$ cat src/rtl/sys_ctrl_pkg.sv
// Shared definitions for the command-driven system controller:
// command codes, FSM state encoding and the fixed ALU operand addresses.
package sys_ctrl_pkg;

    localparam logic [7:0] CMD_RF_WR   = 8'hAA;
    localparam logic [7:0] CMD_RF_RD   = 8'hBB;
    localparam logic [7:0] CMD_ALU_OP  = 8'hCC;
    localparam logic [7:0] CMD_ALU_NOP = 8'hDD;

    // Operands of ALU_OP are staged in these register-file locations
    localparam int ADDR_OP_A = 0;
    localparam int ADDR_OP_B = 1;

    typedef enum logic [3:0] {
        IDLE,
        WR_ADDR,
        WR_DATA,
        RD_ADDR,
        RD_WAIT,
        OP_A,
        OP_B,
        FUN,
        ALU_WAIT,
        TX_REQ,
        TX_HOLD
    } state_e;

endpackage

$ cat src/rtl/sys_ctrl_tx_seq.sv
// Transmit sequencer: buffers up to RES_WORDS words and hands them to the
// UART transmitter one at a time, least-significant word first, using the
// valid/busy handshake. Pulses done once the last word's busy period ends.
module sys_ctrl_tx_seq
    import sys_ctrl_pkg::*;
#(
    parameter int DATA_W    = 8,
    parameter int RES_WORDS = 2,
    parameter int CNT_W     = $clog2(RES_WORDS + 1)
) (
    input  logic                        clk,
    input  logic                        rst_n,
    input  logic                        load,
    input  logic [RES_WORDS*DATA_W-1:0] load_data,
    input  logic [CNT_W-1:0]            load_count,
    input  logic                        tx_busy,
    output logic [DATA_W-1:0]           tx_data,
    output logic                        tx_vld,
    output logic                        done
);

    state_e                      phase_q;
    logic [RES_WORDS*DATA_W-1:0] buf_q;
    logic [CNT_W-1:0]            idx_q;
    logic [CNT_W-1:0]            cnt_q;
    logic [CNT_W-1:0]            idx_next;

    assign idx_next = idx_q + CNT_W'(1);

    // Load the buffer, then present each word and hold valid until busy is seen
    always_ff @(posedge clk or negedge rst_n) begin
        if (!rst_n) begin
            phase_q <= IDLE;
            buf_q   <= '0;
            idx_q   <= '0;
            cnt_q   <= '0;
            tx_data <= '0;
            tx_vld  <= 1'b0;
            done    <= 1'b0;
        end else begin
            done <= 1'b0;
            case (phase_q)
                IDLE: begin
                    if (load) begin
                        buf_q   <= load_data;
                        cnt_q   <= load_count;
                        idx_q   <= '0;
                        phase_q <= TX_REQ;
                    end
                end
                TX_REQ: begin
                    if (!tx_vld) begin
                        // tx_data only changes here, while valid is low
                        if (!tx_busy) begin
                            tx_data <= buf_q[int'(idx_q)*DATA_W +: DATA_W];
                            tx_vld  <= 1'b1;
                        end
                    end else if (tx_busy) begin
                        tx_vld  <= 1'b0;
                        phase_q <= TX_HOLD;
                    end
                end
                TX_HOLD: begin
                    if (!tx_busy) begin
                        idx_q <= idx_next;
                        if (idx_next == cnt_q) begin
                            done    <= 1'b1;
                            phase_q <= IDLE;
                        end else begin
                            phase_q <= TX_REQ;
                        end
                    end
                end
                default: phase_q <= IDLE;
            endcase
        end
    end

endmodule

$ cat src/rtl/sys_ctrl_cmd.sv
// Command-driven system controller: decodes the UART RX byte stream into
// register-file accesses and ALU operations, gates the ALU clock, and
// returns read data / ALU results through the transmit sequencer.
module sys_ctrl_cmd
    import sys_ctrl_pkg::*;
#(
    parameter int DATA_W    = 8,
    parameter int ADDR_W    = 4,
    parameter int FUN_W     = 4,
    parameter int RES_WORDS = 2
) (
    input  logic                        CLK,
    input  logic                        RST,
    input  logic [DATA_W-1:0]           RX_P_DATA,
    input  logic                        RX_D_VLD,
    output logic                        RF_WrEn,
    output logic                        RF_RdEn,
    output logic [ADDR_W-1:0]           RF_Address,
    output logic [DATA_W-1:0]           RF_WrData,
    input  logic [DATA_W-1:0]           RF_RdData,
    input  logic                        RF_RdData_VLD,
    output logic                        ALU_EN,
    output logic [FUN_W-1:0]            ALU_FUN,
    input  logic [RES_WORDS*DATA_W-1:0] ALU_OUT,
    input  logic                        ALU_OUT_VLD,
    output logic                        CLKG_EN,
    output logic [DATA_W-1:0]           TX_P_DATA,
    output logic                        TX_D_VLD,
    input  logic                        TX_BUSY,
    output logic                        CMD_ERR
);

    localparam int RES_W = RES_WORDS * DATA_W;
    localparam int CNT_W = $clog2(RES_WORDS + 1);

    state_e            state_q;
    logic [ADDR_W-1:0] addr_q;
    logic              tx_load;
    logic [RES_W-1:0]  tx_load_data;
    logic [CNT_W-1:0]  tx_load_count;
    logic              tx_done;

    // Command decoder and sequencing; strobes default low so each lasts one cycle
    always_ff @(posedge CLK or negedge RST) begin
        if (!RST) begin
            state_q       <= IDLE;
            addr_q        <= '0;
            RF_WrEn       <= 1'b0;
            RF_RdEn       <= 1'b0;
            RF_Address    <= '0;
            RF_WrData     <= '0;
            ALU_EN        <= 1'b0;
            ALU_FUN       <= '0;
            CLKG_EN       <= 1'b0;
            CMD_ERR       <= 1'b0;
            tx_load       <= 1'b0;
            tx_load_data  <= '0;
            tx_load_count <= '0;
        end else begin
            RF_WrEn <= 1'b0;
            RF_RdEn <= 1'b0;
            CMD_ERR <= 1'b0;
            tx_load <= 1'b0;
            case (state_q)
                IDLE: begin
                    if (RX_D_VLD) begin
                        case (RX_P_DATA)
                            DATA_W'(CMD_RF_WR):   state_q <= WR_ADDR;
                            DATA_W'(CMD_RF_RD):   state_q <= RD_ADDR;
                            DATA_W'(CMD_ALU_OP):  state_q <= OP_A;
                            DATA_W'(CMD_ALU_NOP): state_q <= FUN;
                            default:              CMD_ERR <= 1'b1;
                        endcase
                    end
                end
                WR_ADDR: begin
                    if (RX_D_VLD) begin
                        addr_q  <= RX_P_DATA[ADDR_W-1:0];
                        state_q <= WR_DATA;
                    end
                end
                WR_DATA: begin
                    if (RX_D_VLD) begin
                        RF_WrEn    <= 1'b1;
                        RF_Address <= addr_q;
                        RF_WrData  <= RX_P_DATA;
                        state_q    <= IDLE;
                    end
                end
                RD_ADDR: begin
                    if (RX_D_VLD) begin
                        RF_RdEn    <= 1'b1;
                        RF_Address <= RX_P_DATA[ADDR_W-1:0];
                        state_q    <= RD_WAIT;
                    end
                end
                RD_WAIT: begin
                    CMD_ERR <= RX_D_VLD;
                    if (RF_RdData_VLD) begin
                        tx_load       <= 1'b1;
                        tx_load_data  <= RES_W'(RF_RdData);
                        tx_load_count <= CNT_W'(1);
                        state_q       <= TX_REQ;
                    end
                end
                OP_A: begin
                    if (RX_D_VLD) begin
                        RF_WrEn    <= 1'b1;
                        RF_Address <= ADDR_W'(ADDR_OP_A);
                        RF_WrData  <= RX_P_DATA;
                        state_q    <= OP_B;
                    end
                end
                OP_B: begin
                    if (RX_D_VLD) begin
                        RF_WrEn    <= 1'b1;
                        RF_Address <= ADDR_W'(ADDR_OP_B);
                        RF_WrData  <= RX_P_DATA;
                        state_q    <= FUN;
                    end
                end
                FUN: begin
                    if (RX_D_VLD) begin
                        ALU_FUN <= RX_P_DATA[FUN_W-1:0];
                        ALU_EN  <= 1'b1;
                        CLKG_EN <= 1'b1;
                        state_q <= ALU_WAIT;
                    end
                end
                ALU_WAIT: begin
                    CMD_ERR <= RX_D_VLD;
                    if (ALU_OUT_VLD) begin
                        ALU_EN        <= 1'b0;
                        tx_load       <= 1'b1;
                        tx_load_data  <= ALU_OUT;
                        tx_load_count <= CNT_W'(RES_WORDS);
                        state_q       <= TX_REQ;
                    end
                end
                TX_REQ: begin
                    // Clock gate closes one cycle after ALU_EN, before any word goes out
                    CLKG_EN <= 1'b0;
                    CMD_ERR <= RX_D_VLD;
                    if (tx_done) begin
                        state_q <= IDLE;
                    end
                end
                default: state_q <= IDLE;
            endcase
        end
    end

    sys_ctrl_tx_seq #(
        .DATA_W    (DATA_W),
        .RES_WORDS (RES_WORDS),
        .CNT_W     (CNT_W)
    ) u_tx_seq (
        .clk        (CLK),
        .rst_n      (RST),
        .load       (tx_load),
        .load_data  (tx_load_data),
        .load_count (tx_load_count),
        .tx_busy    (TX_BUSY),
        .tx_data    (TX_P_DATA),
        .tx_vld     (TX_D_VLD),
        .done       (tx_done)
    );

endmodule
$ cat config.mk
export PLATFORM = sky130hd
export DESIGN_NAME = sys_ctrl_cmd
export DESIGN_NICKNAME = d
export VERILOG_FILES = /design/src/rtl/sys_ctrl_pkg.sv /design/src/rtl/sys_ctrl_tx_seq.sv /design/src/rtl/sys_ctrl_cmd.sv
export SDC_FILE = /design/constraint.sdc
export NUM_CORES = 1
export LEC_CHECK = 0
export CAP_MARGIN = 10
export CORE_MARGIN = 2
export CORE_UTILIZATION = 40
export CTS_BUF_LIST = sky130_fd_sc_hd__clkbuf_4 sky130_fd_sc_hd__clkbuf_8 sky130_fd_sc_hd__clkbuf_16
export DETAILED_ROUTE_END_ITERATION = 7
export SLEW_MARGIN = 30
export SYNTH_ARGS = -nofsm -noshare
export SYNTH_HDL_FRONTEND = slang
export SYNTH_HIERARCHICAL = 1
export SYNTH_SLANG_ARGS = --single-unit
export TNS_END_PERCENT = 50
$ cat constraint.sdc
create_clock -name CLK -period 2.9 [get_ports CLK]
set_input_delay 0.435 -clock CLK [delete_from_list [all_inputs] [get_ports CLK]]
set_output_delay 0.435 -clock CLK [all_outputs]
set_load 0.01 [all_outputs]
==> reports/qor.yml, run 1 <==
run_status:
  outcome: "complete, no violations"
pwr:
  switching_share_pct: 33.9
  power_leakage_nw: 1.97
  p_int_mw: 2.77
  power.share.sequential_pct: 44.5
  combPwrFrac_pct: 35.7
  power_density_nw_per_um2: 916
  power_frac_clock_pct: 19.8
  p_sw_mw: 1.42
  ir_drop_v: 0.000441
  fin_total_pwr_mw: 4.19
logic_synthesis:
  synth_edf_count: 0
  syn_inst: 297
  syn_avg_cell_area_um2: 12.3
  synth.distinct_cells: 53
  synth_ff_type: "dfrtp_1"
  synth_nets: 335
  yosys_warnings: 6
  yosysSeqAreaShare_pct: 55.5
  netlist_area_um2: 3650
  ys_ff_latch: 81
  synthArstFlopShare_pct: 100
global_route:
  grt_pass1_vias: 2512
  grt_util_met1_pct: 23.3
  grt_first_pass_wirelength_um: 12700
  track_usage_pct: 16.3
  grt.busiest_layer: "met2"
  grt_max_degree: 82
  antenna_found_initial: 0
  gr-total-overflow: 0
  grt.met3_usage_pct: 4.50
  use_met2_pct: 24.4
placement:
  dp_hpwl_um: 5190
  numPortBuffers: 67
  place.gp.congestion: 0.786
sta:
  finalMaxSlewViolations: 0
  max_freq_mhz: 456
  tightest_slew_ns: 0.717
  whs_ns: 0.0856
  clock_skew_ns: 0.0153
  rsz0062_at_grt: "false"
  maxSlewHeadroom_pct: 52.2
  setup_violations: 0
  fin_crit_sh_pct: 75.7
  hold_viol: 0
  tns_ns: 0
  min_period_ns: 2.19
worst_setup_path:
  endpoint_kind: "register"
  path_class: "register to register"
  arrival_ns: 2.44
  timing.rr.start: "state_q[0]$_DFFE_PN0P_"
  cp-start-kind: "register"
  cp_data_required_time_ns: 3.14
  cp_max_fo: 17
  crit_start: "state_q[0]$_DFFE_PN0P_"
finish:
  syn_to_final_growth_pct: 25.4
  drive_gt1_share_pct: 19.4
  final_cell_mix: "dfrtp_1, clkdlybuf4s50_1, mux2_2, nand2_1, mux2i_1"
  antenna-diode-count: 0
  nNetsFinal: 399
  final_common_cell: "dfrtp_1"
  fillCellCount: 799
clocking:
  tritoncts: "yes"
  htree_levels: 3
  ctsLongestPathBuffers: 2
  cts.repair.resized: 0
  post_cts_buffers: 0
  path_clk_slew_ns: 0.09
  clkSinkCount: 81
  root_buffer: "clkbuf_8"
  clock_latency_ns: 0.36
  ctsHoldBuffers: 0
  cts_buffers: 9
route:
  viasPerCell: 5.26
  wl_um: 7550
  ant_nets: 0
  wl_per_cell_um: 15.9
  route.detailed.drc: 0
  vias: 2491
  firstDrtPassIters: 5
  drtIter0Drc: 147
floorplanning:
  start_util_pct: 41.4
  fp.dieW_um: 99.5
  rows: 34
  die_h_um: 99.5
  die_area_um2: 9900
  fp.coreArea_um2: 8810
  io_pins: 68
job:
  maxCapViolations: 0
hold_path:
  hold_path.class: "input port to asynchronous set/reset pin"
## state kept, by name, summed over array words and instances (netlist names), 3 cells and up
signal,cells
tx_load_data,16
u_tx_seq/buf_q,16
RF_WrData,8
u_tx_seq/tx_data,8
ALU_FUN,4
RF_Address,4
addr_q,4
state_q,4
u_tx_seq/phase_q,3
## critical path, cell delays in order, from the launching register on
cell     delay, ns
dfrtp_1       0.72
nand2_1       0.15
nor3_1        0.43
and2_1        0.23
or2_1         0.21
mux2_2        0.35
## cell usage after synthesis, types with 3 or more instances
library cell   n  area [um2]
mux2i_1       18         180
nand2b_1       3        18.8
o211ai_1       3        22.5
nand3_1        4        20.0
a21oi_1        6        30.0
mux2_2        37         417
nand2_1       30         113
o21ai_0        6        30.0
nor2b_1        7        43.8
inv_1          6        22.5
a22o_1        12         105
nor2_1         9        33.8
nor3_1         3        15.0
o21ai_1        8        40.0
o31ai_1        7        52.6
buf_2         11        55.1
dfrtp_1       81        2030
## final timing paths
path                                                   endpoint  slack [ns]  cells past startpoint
worst max register to register        RF_Address[1]$_DFFE_PN0P_        0.71                      5
worst max-delay path                  RF_Address[1]$_DFFE_PN0P_        0.71                      5
worst min-delay path            u_tx_seq/tx_data[6]$_DFFE_PN0P_        0.09                      1
max in group asynchronous           tx_load_data[8]$_DFFE_PN0P_        2.29                      1
min in group CLK                u_tx_seq/tx_data[5]$_DFFE_PN0P_        0.48                      2
worst min register to register  u_tx_seq/tx_data[5]$_DFFE_PN0P_        0.48                      2
## layout make-up
cell class	count	area, um2	area share [%]
repair buffers	69	687	15.0
inverters	6	22.5	0.492
multi-input cells	194	1510	32.9
well taps	108	135	2.95
clock buffers	9	124	2.71
clock inverters	7	76.3	1.67
flip-flops and latches	81	2030	44.3
## power by group through the flow
stage	Clock (mW)	Combinational, mW	Sequential [mW]
floorplan	0	1.02	1.77
global placement	0	1.49	1.88
detailed placement	0	1.51	1.88
CTS	0.870	1.52	1.86
global route	0.909	1.63	1.93
finish	0.831	1.50	1.86
## routing by layer
layer  part of all wire, %  vias up  wire length [um]
met5                     0        -                 0
met4                   1.1        0                82
met3                   4.1        7               309
met2                    46       51              3440
met1                    49     1233              3720
li1                      -     1200                 -
## cells by family after synthesis
kind of cell	synth area share [%]
xor gates and xnor gates	0.480
and+or+nand+nor	11.2
AOI/OAI and AO/OA	12.4
muxes	17.0
buffers and inverters	3.36
DFF	55.5
## through the flow
step                      cells  worst slack [ns]  cell area, um2  utilization (%)
after floorplan             297              1.18            3650                -
after global placement      458             0.628            4370             49.7
after detailed placement    458             0.615            4380             49.7
after CTS                   474             0.737            4580             52.0
after global routing        474             0.562            4580             52.0
final                       474             0.706            4580             52.0
Note: power is estimated with default switching activity, not from simulation.
==> inputs of run 2 (changes only) <==
PLACE_DENSITY = 0.66   (was unset)
clock period = 1.9 ns   (was 2.9 ns; I/O delays follow)
==> run 2 against run 1 <==
Global-route usage is 0.49 points higher. Critical path depth down 1. Sequential cell count unchanged. Design area grew 5.7%. Cell count up 5.9%. Core utilization up 3.0 points. Routed wire length increased by 1.1%. Worst hold slack better by 0.35 ns.
==> reports/qor.yml, run 2 (synthesis results as in run 1) <==
global_route:
  grt_max_degree: 40  # -51%
  grt_pass1_vias: 2689  # +7.0%
  antenna_found_initial: 0  # unchanged
  gr-total-overflow: 0  # unchanged
  track_usage_pct: 16.8  # +0.49 points
  grt_first_pass_wirelength_um: 13100  # +3.2%
pwr:
  power_density_nw_per_um2: 1370  # +50%
  ir_drop_v: 0.000710  # +61%
  power_leakage_nw: 2.12  # +7.6%
  fin_total_pwr_mw: 6.64  # +58%
clocking:
  htree_levels: 3  # unchanged
  clkSinkCount: 81  # unchanged
  clock_latency_ns: 0.34  # -0.02 ns
  cts_buffers: 9  # unchanged
  ctsLongestPathBuffers: 2  # unchanged
  root_buffer: "clkbuf_8"
  path_clk_slew_ns: 0.08  # about the same
  tritoncts: "yes"
sta:
  setup_violations: 0  # unchanged
  clock_skew_ns: 0.00546  # -0.00980 ns
  whs_ns: 0.435  # +0.350 ns
  rsz0062_at_grt: "true"
  tightest_slew_ns: 0.583  # -0.133 ns
  fin_ws_ns: 0.103  # -0.603 ns
  hold_viol: 0  # unchanged
  fin_crit_sh_pct: 94.6  # +19 points
  min_period_ns: 1.80  # -0.397 ns
  finalMaxSlewViolations: 0  # unchanged
  maxSlewHeadroom_pct: 61.1  # +8.9 points
  max_freq_mhz: 556  # +22%
job:
  maxCapViolations: 0  # unchanged
finish:
  drive_gt1_share_pct: 26.1  # +6.7 points
  antenna-diode-count: 0  # unchanged
  reg_top3: "tx_load_data x16, u_tx_seq/buf_q x16"
  fin_area_um2: 4840  # +5.7%
  final_common_cell: "dfrtp_1"
  nNetsFinal: 427  # +7.0%
  final_util_pct: 54.9  # +3.0 points
  syn_to_final_growth_pct: 32.5
  final_cell_mix: "dfrtp_1, clkdlybuf4s50_1, mux2_2, nand2_1, buf_4"
worst_setup_path:
  cp_cell_sequence: "or3b_1 -> a221oi_1 -> a211o_2 -> mux2_1"
  cpMaxStageDelayCell: "dfrtp_2"
  critPathMaxStageDelay_ns: 0.48  # -0.24 ns
  cp_max_fo: 9  # -8
  r2r_cells: 4  # -1
  cp-start-kind: "register"
  crit_cells: 4  # -1
  path_class: "register to register"
  arrival_ns: 2.03  # -0.41 ns
  path_buf_inv: 0  # unchanged
  endpoint_kind: "register"
  critPathTopFamily: "compound AO/OA/AOI/OAI gates"
  cp_data_required_time_ns: 2.13  # -1.01 ns
floorplanning:
  io_pins: 68  # unchanged
  start_util_pct: 41.4  # unchanged
  die_h_um: 99.5  # unchanged
  fp.coreArea_um2: 8810  # unchanged
  fp.dieW_um: 99.5  # unchanged
  rows: 34  # unchanged
  die_area_um2: 9900  # unchanged
hold_path:
  hold_path.class: "input port to asynchronous set/reset pin"
route:
  vias: 2578  # +3.5%
  viasPerCell: 5.14  # -2.3%
  drtIter0Drc: 78  # -47%
  route.detailed.drc: 0  # unchanged
  wl_per_cell_um: 15.2  # -4.5%
  wl_um: 7640  # +1.1%
  firstDrtPassIters: 4  # -1
  ant_nets: 0  # unchanged
placement:
  dpl_worst_slack_ns: -0.224  # -0.840 ns
  dp_hpwl_um: 5680  # +9.4%
  place.gp.congestion: 0.846  # +7.7%
  numPortBuffers: 67  # unchanged
  place_area_um2: 4610  # +5.4%
run_status:
  outcome: "complete, no violations"
## run 2: changes by cell type in the layout (fill, tap and decap cells not counted), moves of 2 or more
cell,delta
inv_6,-2
buf_4,+25
dfrtp_2,+3
buf_12,+3
dfrtp_1,-3
## run 2: layout make-up
cell class                 instances  area (um2)
inverter                           6        22.5
multi-input combinational        194        1520
timing repair buffer              97         933
sequential                        81        2030
tap                              108         135
fill                             765        3970
clock buffer                      10         131
clock inverter                     6        67.6
## run 2: what timing repair did
item / 4_1_cts / 5_1_grt
hold buffers: 1 / 0
buffers inserted: 0 / 0
pin swaps: 0 / 0
gates resized for setup: 1 / 5
endpoints found under the setup margin: 2 / 6
endpoints found under the hold margin: 36 / 0
## run 2: final timing paths
path                                                  from                               to  slack [ns]
max                                 state_q[1]$_DFFE_PN0P_           state_q[2]$_DFFE_PN0P_        0.10
min                                                    RST    u_tx_seq/buf_q[1]$_DFFE_PN0P_        0.44
max reg2reg                         state_q[1]$_DFFE_PN0P_           state_q[2]$_DFFE_PN0P_        0.10
min reg2reg                u_tx_seq/tx_data[0]$_DFFE_PN0P_  u_tx_seq/tx_data[0]$_DFFE_PN0P_        0.48
max in group asynchronous                              RST           state_q[3]$_DFFE_PN0P_        0.85
min in group CLK           u_tx_seq/tx_data[0]$_DFFE_PN0P_  u_tx_seq/tx_data[0]$_DFFE_PN0P_        0.48
## run 2: worst register-to-register path: stages, from the launching register on
cell	delay, ns
dfrtp_2	0.48
or3b_1	0.39
a221oi_1	0.30
a211o_2	0.19
mux2_1	0.32
## run 2: through the flow
stage          TNS [ns]  instances
2_1_floorplan         0        297
3_3_place_gp     -0.568        485
3_5_place_dp     -0.726        485
4_1_cts               0        502
5_1_grt               0        502
6_report              0        502
## run 2: layer usage
metal	global-route usage (%)	vias up	wire length, um
met1	22.7	1274	3570
li1	-	1256	-
met5	0	-	0
met2	26.6	43	3750
met4	5.58	0	56
met3	4.15	5	260
## run 2: where the power goes
part,internal [mW],switching [mW],total [mW]
clock network,0.627,0.638,1.27
logic,1.52,1.08,2.60
registers,2.31,0.452,2.77
